`config.mk`:
```
export PLATFORM = sky130hd
export DESIGN_NAME = cva6_fence_flush_ctrl
export DESIGN_NICKNAME = d
export VERILOG_FILES = /design/src/rtl/cva6_fence_flush_ctrl.sv
export SDC_FILE = /design/constraint.sdc
export NUM_CORES = 1
export LEC_CHECK = 0
export CORE_MARGIN = 1.5
export CORE_UTILIZATION = 46
export DETAILED_ROUTE_END_ITERATION = 16
export PLACE_DENSITY_LB_ADDON = 0.05
export SLEW_MARGIN = 20
export SYNTH_ARGS = -nofsm -noshare
export SYNTH_HDL_FRONTEND = slang
export SYNTH_SLANG_ARGS = --single-unit
```
`constraint.sdc`:
```
create_clock -name clk_i -period 2.4 [get_ports clk_i]
set_input_delay 0.24 -clock clk_i [delete_from_list [all_inputs] [get_ports clk_i]]
set_output_delay 0.24 -clock clk_i [all_outputs]
set_load 0.05 [all_outputs]
```
`src/rtl/cva6_fence_flush_ctrl.sv`:
```
// Fence sequencer: tracks in-flight stores, drains them on a fence,
// optionally flushes the dcache, then pulses the icache/TLB flush.
module cva6_fence_flush_ctrl #(
  parameter int unsigned NrStorePorts         = 1,
  parameter int unsigned MaxOutstandingStores = 7,
  parameter bit          FlushOnFence         = 1'b1,
  parameter bit          InvalidateOnFlush    = 1'b0,
  localparam int unsigned CW = $clog2(MaxOutstandingStores + 1)
) (
  input  logic                    clk_i,
  input  logic                    rst_ni,
  input  logic                    fence_req_i,
  input  logic [1:0]              fence_type_i,
  output logic                    fence_ack_o,
  output logic                    busy_o,
  input  logic [NrStorePorts-1:0] st_issue_i,
  input  logic [NrStorePorts-1:0] st_ack_i,
  output logic                    st_stall_o,
  output logic [CW-1:0]           outstanding_o,
  output logic                    flush_req_o,
  output logic                    flush_inval_o,
  input  logic                    flush_ack_i,
  output logic                    icache_flush_o,
  output logic                    tlb_flush_o
);

  localparam int unsigned SW = CW + 2;

  localparam logic [1:0] FtFenceI = 2'b01;
  localparam logic [1:0] FtSfence = 2'b10;

  typedef enum logic [2:0] {
    IDLE  = 3'd0,
    DRAIN = 3'd1,
    FLUSH = 3'd2,
    AUX   = 3'd3,
    DONE  = 3'd4
  } state_e;

  state_e         state_q, state_d;
  logic [1:0]     type_q, type_d;
  logic [CW-1:0]  cnt_q, cnt_d;

  logic [SW-1:0]  iss_n, ack_n, sum_s, net_s;
  logic           is_fi, is_sf, do_flush, drained;

  assign is_fi    = (type_q == FtFenceI);
  assign is_sf    = (type_q == FtSfence);
  assign do_flush = is_fi | (~is_sf & FlushOnFence);
  assign drained  = (cnt_q == '0) & ~(|st_ack_i);

  // Store counter: issues add, acks subtract, clamped to the legal range.
  always_comb begin
    iss_n = SW'($countones(st_issue_i));
    ack_n = SW'($countones(st_ack_i));
    sum_s = SW'(cnt_q) + iss_n;
    net_s = sum_s - ack_n;
    cnt_d = '0;
    if (ack_n > sum_s) begin
      cnt_d = '0;
    end else if (net_s > SW'(MaxOutstandingStores)) begin
      cnt_d = CW'(MaxOutstandingStores);
    end else begin
      cnt_d = net_s[CW-1:0];
    end
  end

  // Fence sequencing: next state and latched fence type.
  always_comb begin
    state_d = state_q;
    type_d  = type_q;
    unique case (state_q)
      IDLE: begin
        if (fence_req_i) begin
          type_d  = fence_type_i;
          state_d = DRAIN;
        end
      end
      DRAIN: begin
        if (drained) begin
          if (do_flush) begin
            state_d = FLUSH;
          end else if (is_fi | is_sf) begin
            state_d = AUX;
          end else begin
            state_d = DONE;
          end
        end
      end
      FLUSH: begin
        if (flush_ack_i) begin
          state_d = is_fi ? AUX : DONE;
        end
      end
      AUX:     state_d = DONE;
      DONE:    state_d = IDLE;
      default: state_d = IDLE;
    endcase
  end

  // State, fence type and store count registers.
  always_ff @(posedge clk_i or negedge rst_ni) begin
    if (!rst_ni) begin
      state_q <= IDLE;
      type_q  <= 2'b00;
      cnt_q   <= '0;
    end else begin
      state_q <= state_d;
      type_q  <= type_d;
      cnt_q   <= cnt_d;
    end
  end

  assign busy_o         = (state_q != IDLE);
  assign fence_ack_o    = (state_q == DONE);
  assign flush_req_o    = (state_q == FLUSH);
  assign flush_inval_o  = flush_req_o & InvalidateOnFlush;
  assign icache_flush_o = (state_q == AUX) & is_fi;
  assign tlb_flush_o    = (state_q == AUX) & is_sf;
  assign outstanding_o  = cnt_q;

  assign st_stall_o =
    (SW'(cnt_q) + SW'(NrStorePorts) > SW'(MaxOutstandingStores))
    | busy_o | fence_req_i;

`ifndef SYNTHESIS
  a_no_underflow : assert property (
    @(posedge clk_i) disable iff (!rst_ni)
    ack_n <= sum_s
  ) else $error("store ack underflow");

  a_no_issue_on_stall : assert property (
    @(posedge clk_i) disable iff (!rst_ni)
    !(st_stall_o && (|st_issue_i))
  ) else $error("store issued while stalled");
`endif

endmodule
```
==> metrics <==
status complete, no violations; Filler Cell Count 123; root buffer cell clkbuf_4; Vias/cell between 5 and 6; 1st-iter DRT viols 6; Post-Synthesis Cells 69; R2R Setup Slk roughly 420 ps; Detailed Routing Iterations Pass 1 4; yosys warns 0; area of the mapped netlist 685.7 um2; register area share after synthesis 29.20%; hpwl dp roughly 970 um; final hold viol count 0; combinational power share 60.8%; Num CTS Buffers 3; worst-margin pin slew between 500 and 600 ps; CTS tree done; starting density of the core 50.79%; PortBufs 16; met2 WL ~590 um; Hold Crit Class input port to asynchronous set/reset pin; Max Cap Violations 0; met3 wire len 41 um; CTS Sinks 8; postcts setup bufs 0; # diodes 0; All-Layer GR Usage 16.95%; Final setup violation count 0; first-pass GRT wire length between 2000 and 2500 um; largest net degree at the start of global routing 12; P per Cell Area 1271 mW/mm2; min Tclk post-route 2228 ps; Cell Int Power ~0.54 mW; DRT antenna net count 0; sequential share of power ~29%; number of synthesized flops with an enable pin 0; Synth top cells by count 8 x dfrtp_1, 8 x inv_1, 7 x ha_1; Setup TNS 0 ps; initial antenna violation count 0; DR vias 534; crit path capture type primary output; Die ar. 0.001731 mm2; die width 41.61 um; clock share of power between 10% and 20%; Mapped Nets 84; Syn Area/Cell 9.937 um2; CP Data Required Time 2160 ps; area grow syn2layout 22.63%; M1 WL 639 um; RSZ-0062 raised after global routing no; ys flop type dfrtp_1; vias in the first global route 516; Nets 100; hold slack roughly 270 ps; number of top-level pins 18; PostCTS Resize Cnt 0; Clock Tree Buf Depth 2; Worst-path clk slew 60 ps; Worst Path Arrival 1990 ps; Setup Crit Path Kind flip-flop to primary output; GRT overflow 0; hold_buf cts 0; routed wire length 1276 um; Max Clock Freq approximately 450 MHz; CORE AREA 0.001350 mm2; Switching Fraction around half; Max-Slew Margin vs Limit 66.39%; ys async rst share 100.0%; FF+latch count, synth 8; peak supply drop ~0.84 mV; Final Cycle Share 92.82%; DR top layer met4; Yosys cell types 33; Sw Pwr 0.5291 mW; layout cells sized above 1 14.46%; Yosys top cell by area dfrtp_1; Clk Latency, worst-skew pair ~250 ps; gpl congestion approximately 0.83; drt wl/cell 13.02 um; crit path max fanout 11; post-synth top area share ~29%; Max Clock Skew 0.9629 ps; num rows 13; DR DRC count 0; H-Tree Level Count 1; startpoint types flip-flop; leakage roughly 0.36 nW; main area contributors after synthesis dfrtp_1 29%, ha_1 13%, buf_6 4.9%; Die H approximately 42 um; fin. max-slew vios 0
layer usage:
layer,vias up,track usage [%]
li1,272,-
met1,249,22.55
met2,11,25.94
met3,2,3.913
met4,0,7.742
met5,-,0
through the flow:
step / power, mW / cell area, um2 / instances / util [%] / setup slack, ps
3_3_place_gp: 0.9584 / 818.3 / 95 / 60.61 / 265.8
5_1_grt: 1.154 / 840.8 / 98 / 62.28 / 46.54
6_report: 1.068 / 840.8 / 98 / 62.28 / 172.3
3_5_place_dp: 0.9646 / 818.3 / 95 / 60.61 / 208.1
2_1_floorplan: 0.8334 / 685.7 / 69 / - / 287.0
4_1_cts: 1.083 / 840.8 / 98 / 62.28 / 155.5
final cells by class:
class,count,area [um2],area share [%]
Clock buffer,3,22.52,2.679
Inverter,8,30.03,3.571
Multi-Input combinational cell,48,409.1,48.66
Sequential cell,8,200.2,23.81
Tap cell,15,18.77,2.232
Timing Repair Buffer,16,160.2,19.05
worst max-delay path: stages, from the launching register on:
cell             delay (ps)
dfrtp_1                 580
nand2_1                 130
nor3b_1                 200
clkdlybuf4s50_1         820
logic make-up after synthesis:
family                   count (synthesis)  share of synthesized area, %
flip-flops                               8                         29.20
AND/OR/NAND/NOR                         22                         22.08
XOR/XNOR                                 2                         2.555
buffers and inverters                   13                         11.13
adder cells (fa/ha/maj)                  7                         12.77
multiplexers                             4                         7.482
AO/OA/AOI/OAI                           12                         14.23
other                                    1                        0.5469
layout by cell type, fill, tap and decap left out, types with 2 or more instances in the layout:
master,count
clkbuf_4,3
a2bb2oi_1,2
nor3b_1,3
inv_1,8
mux2_4,2
nor3_1,3
clkdlybuf4s50_1,16
nor2_1,3
a21oi_1,3
nand2b_1,2
ha_1,7
nand3_1,2
dfrtp_1,8
nand2_1,3
registers in the layout, indices dropped and copies added (netlist names):
signal         flops
outstanding_o      3
type_q             2
state_q            3
worst paths after layout:
kind | from | to | cells past startpoint
worst min register to register | type_q[0] | type_q[0] | 1
worst max register to register | outstanding_o[0] | outstanding_o[2] | 7
min in group clk_i | type_q[0] | type_q[0] | 1
max in group asynchronous | rst_ni | outstanding_o[0] | 1
worst max-delay path | state_q[0] | tlb_flush_o | 3
worst min-delay path | rst_ni | state_q[0] | 1
power groups by stage:
stage	Clock, mW	Sequential (mW)	Combinational [mW]
5_1_grt	0.120	0.325	0.710
2_1_floorplan	0	0.346	0.487
6_report	0.107	0.311	0.650
3_3_place_gp	0	0.316	0.643
3_5_place_dp	0	0.314	0.650
4_1_cts	0.114	0.313	0.656
(Power assumes the default switching activity.)
